$ cat config.mk
export PLATFORM = sky130hd
export DESIGN_NAME = q_share_arbiter
export DESIGN_NICKNAME = d
export VERILOG_FILES = /design/src/rtl/q_share_arbiter.sv
export SDC_FILE = /design/constraint.sdc
export NUM_CORES = 1
export LEC_CHECK = 0
export BUFFER_PORTS_ARGS = -buffer_cell sky130_fd_sc_hd__buf_2
export CAP_MARGIN = 15
export CORE_UTILIZATION = 52
export DETAILED_ROUTE_END_ITERATION = 7
export PLACE_DENSITY = 0.78
export SYNTH_ARGS = -nofsm -noshare
export SYNTH_HDL_FRONTEND = slang
export SYNTH_SLANG_ARGS = --single-unit
$ cat constraint.sdc
create_clock -name clk -period 2.05 [get_ports clk]
set_input_delay 0.3075 -clock clk [delete_from_list [all_inputs] [get_ports clk]]
set_output_delay 0.3075 -clock clk [all_outputs]
set_load 0.01 [all_outputs]
$ cat src/rtl/q_share_arbiter.sv
// q_share_arbiter
//   Round-robin arbiter for NUM_REQ requesters sharing one registered Q net.
//   The grantee's q_in is driven onto q_out. Tenure ends on done, on a req
//   drop, or after HOLD_MAX cycles. A one-cycle turnaround (TURN), with no
//   driver on the net, follows every tenure. A 2-bit shared configuration
//   register can be loaded only while the arbiter is idle.
//
// Ports
//   clk       : system clock, rising edge
//   rst_n     : asynchronous active-low reset
//   req       : per-requester level request
//   done      : per-requester release (only the grantee's bit counts)
//   q_in      : per-requester Q value
//   q_out     : shared net, registered q_in of the grantee, else 0
//   grant     : one-hot or zero grant vector
//   busy      : high in GRANT or TURN
//   timeout   : one-cycle pulse when the tenure limit alone ended a grant
//   cfg_in    : new configuration value
//   cfg_load  : load strobe for cfg_in
//   cfg_out   : registered configuration
//   cfg_err   : one-cycle pulse when a load is rejected (not idle)
//
// state | meaning
// ------+-------------------------------------------------------
// IDLE  | no driver; arbitrate any pending req, accept cfg loads
// GRANT | grantee drives q_out; hold counter running
// TURN  | one-cycle no-overlap turnaround, net forced to 0

module q_share_arbiter #(
  parameter int NUM_REQ  = 2,
  parameter int HOLD_MAX = 15
) (
  input  logic               clk,
  input  logic               rst_n,
  input  logic [NUM_REQ-1:0] req,
  input  logic [NUM_REQ-1:0] done,
  input  logic [NUM_REQ-1:0] q_in,
  output logic               q_out,
  output logic [NUM_REQ-1:0] grant,
  output logic               busy,
  output logic               timeout,
  input  logic [1:0]         cfg_in,
  input  logic               cfg_load,
  output logic [1:0]         cfg_out,
  output logic               cfg_err
);

  localparam int IDX_W  = $clog2(NUM_REQ);
  localparam int HOLD_W = 8;

  typedef enum logic [1:0] {
    IDLE  = 2'd0,
    GRANT = 2'd1,
    TURN  = 2'd2
  } state_e;

  state_e             state_q, state_d;
  logic [NUM_REQ-1:0] grant_q, grant_d;
  logic [IDX_W-1:0]   idx_q, idx_d;
  logic [IDX_W-1:0]   ptr_q, ptr_d;
  logic [HOLD_W-1:0]  hold_q, hold_d;
  logic               q_out_q, q_out_d;
  logic               timeout_q, timeout_d;
  logic [1:0]         cfg_q, cfg_d;
  logic               cfg_err_q, cfg_err_d;

  logic               found;
  logic [IDX_W-1:0]   win;
  logic [IDX_W-1:0]   cand;

  // Round-robin search starting at ptr_q and wrapping at NUM_REQ-1.
  always_comb begin
    found = 1'b0;
    win   = '0;
    cand  = '0;
    for (int k = 0; k < NUM_REQ; k++) begin
      cand = IDX_W'((int'(ptr_q) + k) % NUM_REQ);
      if (!found && req[cand]) begin
        found = 1'b1;
        win   = cand;
      end
    end
  end

  always_comb begin
    state_d   = state_q;
    grant_d   = grant_q;
    idx_d     = idx_q;
    ptr_d     = ptr_q;
    hold_d    = hold_q;
    q_out_d   = 1'b0;
    timeout_d = 1'b0;
    cfg_d     = cfg_q;
    cfg_err_d = 1'b0;
    case (state_q)
      IDLE: begin
        grant_d = '0;
        hold_d  = '0;
        if (cfg_load) cfg_d = cfg_in;
        if (found) begin
          state_d = GRANT;
          grant_d = {{(NUM_REQ-1){1'b0}}, 1'b1} << win;
          idx_d   = win;
          ptr_d   = IDX_W'((int'(win) + 1) % NUM_REQ);
          hold_d  = HOLD_W'(1);
          q_out_d = q_in[win];
        end
      end
      GRANT: begin
        if (cfg_load) cfg_err_d = 1'b1;
        if (done[idx_q] || !req[idx_q] || (hold_q == HOLD_W'(HOLD_MAX))) begin
          state_d   = TURN;
          grant_d   = '0;
          hold_d    = '0;
          // Flag only releases forced purely by the tenure limit.
          timeout_d = !done[idx_q] && req[idx_q];
        end else begin
          hold_d  = hold_q + HOLD_W'(1);
          q_out_d = q_in[idx_q];
        end
      end
      TURN: begin
        if (cfg_load) cfg_err_d = 1'b1;
        state_d = IDLE;
        grant_d = '0;
      end
      default: begin
        state_d = IDLE;
        grant_d = '0;
      end
    endcase
  end

  always_ff @(posedge clk or negedge rst_n) begin
    if (!rst_n) begin
      state_q   <= IDLE;
      grant_q   <= '0;
      idx_q     <= '0;
      ptr_q     <= '0;
      hold_q    <= '0;
      q_out_q   <= 1'b0;
      timeout_q <= 1'b0;
      cfg_q     <= 2'b00;
      cfg_err_q <= 1'b0;
    end else begin
      state_q   <= state_d;
      grant_q   <= grant_d;
      idx_q     <= idx_d;
      ptr_q     <= ptr_d;
      hold_q    <= hold_d;
      q_out_q   <= q_out_d;
      timeout_q <= timeout_d;
      cfg_q     <= cfg_d;
      cfg_err_q <= cfg_err_d;
    end
  end

  assign q_out   = q_out_q;
  assign grant   = grant_q;
  assign busy    = (state_q == GRANT) || (state_q == TURN);
  assign timeout = timeout_q;
  assign cfg_out = cfg_q;
  assign cfg_err = cfg_err_q;

endmodule

==> impl_metrics.env, run 1 <==
export IMPL_io_buffers=18
export IMPL_setup_viol=0
export IMPL_rrSetupSlack_ns=0.23
export IMPL_place_ws_ns=0.269
export IMPL_start_kind="flop"
export IMPL_grt_pass1_wl_mm=3.37
export IMPL_num_rows=15
export IMPL_rsz0062_at_grt="no"
export IMPL_crit_path_end_kind="flop"
export IMPL_synth_edf_count=0
export IMPL_antenna_found_initial=0
export IMPL_tightest_slew_ns=0.446
export IMPL_grt_max_degree=20
export IMPL_cts_root_buf="clkbuf_4"
export IMPL_holdPathEnd="cfg_err$_DFF_PN0_"
export IMPL_r2r_start="state_q[1]$_DFFE_PN0P_"
export IMPL_clock_skew_ns=0.00294
export IMPL_cts_sinks=19
export IMPL_coreArea_sq_mm=0.00175
export IMPL_cp_cell_sequence="inv_1 > ha_1 > nand2_2 > o31a_1 > or4_4 > o211ai_2"
export IMPL_cts_buffer_depth=2
export IMPL_slowest_stage="or4_4"
export IMPL_gp_congestion=0.828
export IMPL_hold_viol_final=0
export IMPL_overflow=0
export IMPL_avgSynthCellArea_sq_um=10.2
export IMPL_timing_final_ws_setup_ns=0.234
export IMPL_max_stage_delay_ns=0.50
export IMPL_crit_required_ns=2.27
export IMPL_clk_pin_slew_ns=0.10
export IMPL_cts_buffers=3
export IMPL_cp_max_fo=6
export IMPL_final_util_pct=65.4
export IMPL_gr_usage_all_layers_pct=23.4
export IMPL_r2r_end="hold_q[5]$_DFFE_PN0P_"
export IMPL_ys_types=33
export IMPL_hp_start="cfg_load"
export IMPL_synthCells=95
export IMPL_reg2reg_depth=6
export IMPL_leakagePower_uw=0.000545
export IMPL_clk_latency_ns=0.29
export IMPL_die_w_um=45.2
export IMPL_area_growth_pct=17.4
export IMPL_clock_fmax_ghz=0.551
export IMPL_synthFlopType="dfrtp_1"
export IMPL_fin_tns_setup_ns=0
export IMPL_start_util_pct=55.7
export IMPL_dieArea_sq_mm=0.00205
export IMPL_min_path_cells=2
export IMPL_boundaryPins=19
export IMPL_ant_nets=0
export IMPL_dpl_hpwl_mm=1.52
export IMPL_grt_pass1_vias=809
export IMPL_cts_tree="yes"
export IMPL_die_h_um=45.2
export IMPL_synth_area_sq_um=972
export IMPL_ys_ff_latch=19
export IMPL_wl_per_cell_um=13.9
export IMPL_drc=0
export IMPL_diodes=0
export IMPL_relSlewSlack_pct=70.2
export IMPL_drtIter0Drc=20
export IMPL_async_reset_ff_share_pct=100
export IMPL_worstPathArrival_ns=2.04
export IMPL_path_class="flop to flop"
export IMPL_num_vias=821
export IMPL_min_path_type="input port to flop"
export IMPL_synth_seq_area_share_pct=48.9
export IMPL_maxCapViolCount=0
export IMPL_wl_mm=2.00
export IMPL_power_density_mw_per_mm2=1130
export IMPL_final_period_minus_worst_setup_slack_ns=1.82
export IMPL_final_nets=134
export IMPL_syn_nets=109
export IMPL_post_drt_via_cell_ratio=5.70
export IMPL_finalCritPeriodShare_pct=88.6
export IMPL_slew_viol_final=0
export IMPL_peakVddDrop_v=0.000973
export IMPL_dr_pass1_iters=4
export IMPL_drive_gt1_share_pct=28.6
export IMPL_status="finished clean"
export IMPL_yosysWarnings=0
export IMPL_h_tree_depth=1
==> cell usage in the layout, fill, tap and decap left out, types with 2 or more instances in the layout <==
cell       n
nand2_2    2
a22o_1     2
ha_1       3
o21ai_0    5
nor2_1     5
inv_1      6
buf_2     18
and2_1     2
clkbuf_4   3
buf_4      2
o22ai_1    2
o22a_1     2
a21oi_1    9
dfrtp_1   19
nand2_1    9
mux2_2     4
nand3_1    6
==> through the flow <==
step | cells | total power [uW] | hold WS, ns | cell area, sq um
2_1_floorplan | 95 | 933 | 0.0119 | 972
3_3_place_gp | 139 | 1090 | 0.260 | 1100
3_5_place_dp | 139 | 1120 | 0.263 | 1100
4_1_cts | 144 | 1300 | 0.228 | 1140
5_1_grt | 144 | 1390 | 0.223 | 1140
6_report | 144 | 1290 | 0.242 | 1140
==> layer usage <==
| layer | routed length, um | global-route usage, % | up-vias | share of wire [%] |
|---|---|---|---|---|
| met2 | 1040 | 39.1 | 27 | 52 |
| met1 | 866 | 29.4 | 394 | 43 |
| met3 | 87 | 3.20 | 2 | 4.3 |
| met5 | 0 | 0 | - | 0 |
| met4 | 12 | 12.1 | 0 | 0.60 |
| li1 | - | - | 398 | - |
==> critical path, delay by kind of cell, from the launching register on <==
kind / cells / cell delay, ns
adder cells (fa/ha/maj): 1 / 0.29
buffers and inverters: 1 / 0.08
AND/OR/NAND/NOR: 2 / 0.61
AO/OA/AOI/OAI: 2 / 0.37
flip-flops: 1 / 0.39
==> registers in the layout, summed over array words and instances (netlist names) <==
name / cells
cfg_err: 1
cfg_out: 2
grant: 2
hold_q: 8
idx_q: 1
ptr_q: 1
q_out: 1
state_q: 2
timeout: 1
==> Yosys cell counts, types with 2 or more instances <==
cell | count | area (sq um)
o21ai_0 | 5 | 25.0
nand2_1 | 9 | 33.8
and2_1 | 2 | 12.5
a21oi_1 | 9 | 45.0
nor2_1 | 5 | 18.8
nand3_1 | 6 | 30.0
dfrtp_1 | 19 | 475
o22a_1 | 2 | 17.5
nand2_2 | 2 | 12.5
ha_1 | 3 | 37.5
mux2_2 | 4 | 45.0
o22ai_1 | 2 | 12.5
a22o_1 | 2 | 17.5
inv_1 | 6 | 22.5
==> logic make-up (layout without fill, tap and decap cells) <==
logic type / after synthesis / after routing / share of synthesized area [%]
AO/OA/AOI/OAI: 28 / 28 / 20.6
adder cells (fa/ha/maj): 3 / 3 / 3.86
buffers and inverters: 7 / 31 / 2.70
flip-flops: 19 / 19 / 48.9
multiplexers: 5 / 5 / 5.66
AND/OR/NAND/NOR: 33 / 33 / 18.3
==> worst max path at each step <==
stage                           start                    end
5_1_grt        state_q[1]$_DFFE_PN0P_  hold_q[5]$_DFFE_PN0P_
6_report       state_q[1]$_DFFE_PN0P_  hold_q[5]$_DFFE_PN0P_
3_3_place_gp   state_q[1]$_DFFE_PN0P_  hold_q[5]$_DFFE_PN0P_
2_1_floorplan  state_q[1]$_DFFE_PN0P_  hold_q[5]$_DFFE_PN0P_
3_5_place_dp   state_q[1]$_DFFE_PN0P_  hold_q[5]$_DFFE_PN0P_
4_1_cts        state_q[1]$_DFFE_PN0P_  hold_q[5]$_DFFE_PN0P_
==> where the power goes <==
| part | leakage [uW] | total, uW | switching (uW) | internal [uW] |
|---|---|---|---|---|
| Clock | 0.0000150 | 185 | 109 | 75.6 |
| Combinational | 0.000281 | 535 | 296 | 239 |
| Sequential | 0.000249 | 572 | 90.3 | 482 |
==> timing repair <==
item,CTS,global route
endpoints found under the hold margin,19,0
hold buffers,1,0
resized for setup,0,0
buffers inserted,0,0
==> layout make-up <==
class / count / area, sq um
Clock buffer: 4 / 26.3
Fill cell: 158 / 604
Inverter: 6 / 22.5
Multi-Input combinational cell: 69 / 470
Sequential cell: 19 / 475
Tap cell: 25 / 31.3
Timing Repair Buffer: 21 / 115
Note: power is estimated with default switching activity, not from simulation.
==> run 2, diff against run 1 <==
clock period = 1.9 ns   (was 2.05 ns; I/O delays follow)
==> impl_metrics.env, run 2 (same netlist as run 1, synthesis figures left out) <==
export IMPL_status="finished clean"
export IMPL_dpl_cell_count=139
export IMPL_reg2reg_depth=6
export IMPL_ant_nets=0
export IMPL_grt_pass1_vias=809
export IMPL_die_w_um=45.2
export IMPL_tightest_slew_ns=0.445
export IMPL_drtIter0Drc=17
export IMPL_dpl_hpwl_mm=1.52
export IMPL_final_period_minus_worst_setup_slack_ns=1.78
export IMPL_num_vias=816
export IMPL_cp_cell_sequence="inv_1 > ha_2 > nand2_2 > o31a_1 > or4_4 > o211ai_2"
export IMPL_relSlewSlack_pct=70.2
export IMPL_peakVddDrop_v=0.000950
export IMPL_start_util_pct=55.7
export IMPL_rrSetupSlack_ns=0.12
export IMPL_cts_buffer_depth=2
export IMPL_dr_pass1_iters=4
export IMPL_cp_max_fo=6
export IMPL_largest_register_ffs=8
export IMPL_crit_required_ns=2.12
export IMPL_finalCritPeriodShare_pct=93.9
export IMPL_grt_max_degree=20
export IMPL_power_density_mw_per_mm2=1230
export IMPL_leakagePower_uw=0.000544
export IMPL_fin_cells=144
export IMPL_h_tree_depth=1
export IMPL_clk_pin_slew_ns=0.10
export IMPL_final_cell_mix="19 x dfrtp_1, 18 x buf_2, 9 x nand2_1, 9 x a21oi_1"
export IMPL_cts_sinks=19
export IMPL_diodes=0
export IMPL_slew_viol_final=0
export IMPL_io_buffers=18
export IMPL_holdPathEnd="cfg_err$_DFF_PN0_"
export IMPL_slowest_stage="or4_4"
export IMPL_setup_viol=0
export IMPL_cts_buffers=3
export IMPL_coreArea_sq_mm=0.00175
export IMPL_rsz0062_at_grt="no"
export IMPL_crit_path_end_kind="flop"
export IMPL_drc=0
export IMPL_post_drt_via_cell_ratio=5.67
export IMPL_dieArea_sq_mm=0.00205
export IMPL_overflow=0
export IMPL_gp_congestion=0.828
export IMPL_area_growth_pct=17.6
export IMPL_r2r_end="hold_q[5]$_DFFE_PN0P_"
export IMPL_die_h_um=45.2
export IMPL_clock_fmax_ghz=0.561
export IMPL_antenna_found_initial=0
export IMPL_maxCapViolCount=0
export IMPL_clock_skew_ns=0.00328
export IMPL_hp_start="cfg_load"
export IMPL_boundaryPins=19
export IMPL_wl_per_cell_um=14.1
export IMPL_hold_viol_final=0
export IMPL_worstPathArrival_ns=2.01
export IMPL_drive_gt1_share_pct=29.4
export IMPL_fin_tns_setup_ns=0
export IMPL_clk_latency_ns=0.29
export IMPL_final_nets=134
export IMPL_grt_pass1_wl_mm=3.37
export IMPL_start_kind="flop"
export IMPL_wl_mm=2.04
export IMPL_r2r_start="state_q[1]$_DFFE_PN0P_"
export IMPL_layout_commonest_cell="dfrtp_1"
export IMPL_gr_usage_all_layers_pct=23.4
export IMPL_cts_tree="yes"
export IMPL_cts_root_buf="clkbuf_4"
export IMPL_max_stage_delay_ns=0.50
export IMPL_min_path_type="input port to flop"
export IMPL_min_path_cells=2
export IMPL_path_class="flop to flop"
export IMPL_regMostFlops="hold_q"
export IMPL_num_rows=15
run 2: changes by cell type in the layout (fill, tap and decap cells not counted):
cell  change
ha_1      -1
ha_2      +1
run 2: repair_timing:
action | 4_1_cts | 5_1_grt
endpoints found under the setup margin | 0 | 1
endpoints found under the hold margin | 19 | 0
hold buffers | 1 | 0
resized for setup | 0 | 1
setup buffers | 0 | 0
run 2: metrics by stage:
| stage | cell area [sq um] | hold slack (ns) | setup slack, ns | util, % | power, uW |
|---|---|---|---|---|---|
| floorplan | 972 | -0.0106 | 0.231 | - | 1010 |
| global placement | 1100 | 0.237 | 0.178 | 63.3 | 1170 |
| detailed placement | 1100 | 0.241 | 0.119 | 63.3 | 1200 |
| CTS | 1140 | 0.206 | 0.0985 | 65.4 | 1410 |
| global route | 1140 | 0.200 | 0.0281 | 65.5 | 1510 |
| finish | 1140 | 0.219 | 0.116 | 65.5 | 1400 |
run 2: where the power goes:
group | switching (uW) | internal, uW
combinational | 323 | 261
clock | 118 | 81.6
sequential | 99.6 | 520
run 2: worst max-delay path: cells and delay by family (launching register included):
| family | cells | cell delay (ns) |
|---|---|---|
| compound gates | 2 | 0.37 |
| buf+inv | 1 | 0.09 |
| fa+ha+maj | 1 | 0.27 |
| flops | 1 | 0.39 |
| simple gates | 2 | 0.60 |
run 2: how the worst max path moves through the flow:
stage,start,end,slack (ns),cells past startpoint
2_1_floorplan,state_q[1]$_DFFE_PN0P_,hold_q[5]$_DFFE_PN0P_,0.23,6
3_3_place_gp,state_q[1]$_DFFE_PN0P_,hold_q[5]$_DFFE_PN0P_,0.18,6
3_5_place_dp,state_q[1]$_DFFE_PN0P_,hold_q[5]$_DFFE_PN0P_,0.12,6
4_1_cts,state_q[1]$_DFFE_PN0P_,hold_q[5]$_DFFE_PN0P_,0.1,6
5_1_grt,state_q[1]$_DFFE_PN0P_,hold_q[5]$_DFFE_PN0P_,0.03,6
6_report,state_q[1]$_DFFE_PN0P_,hold_q[5]$_DFFE_PN0P_,0.12,6
run 2: cell type report:
cell class              count  area [sq um]
clock buffers               4          26.3
fillers                   159           602
inverters                   6          22.5
multi-input cells          69           473
flip-flops and latches     19           475
well taps                  25          31.3
repair buffers             21           115
run 2: layer usage:
metal / GRT usage [%] / up-vias / part of all wire, %
li1: - / 400 / -
met1: 29.4 / 391 / 44
met2: 39.1 / 23 / 51
met3: 3.20 / 2 / 3.7
met4: 12.1 / 0 / 0.59
met5: 0 / - / 0
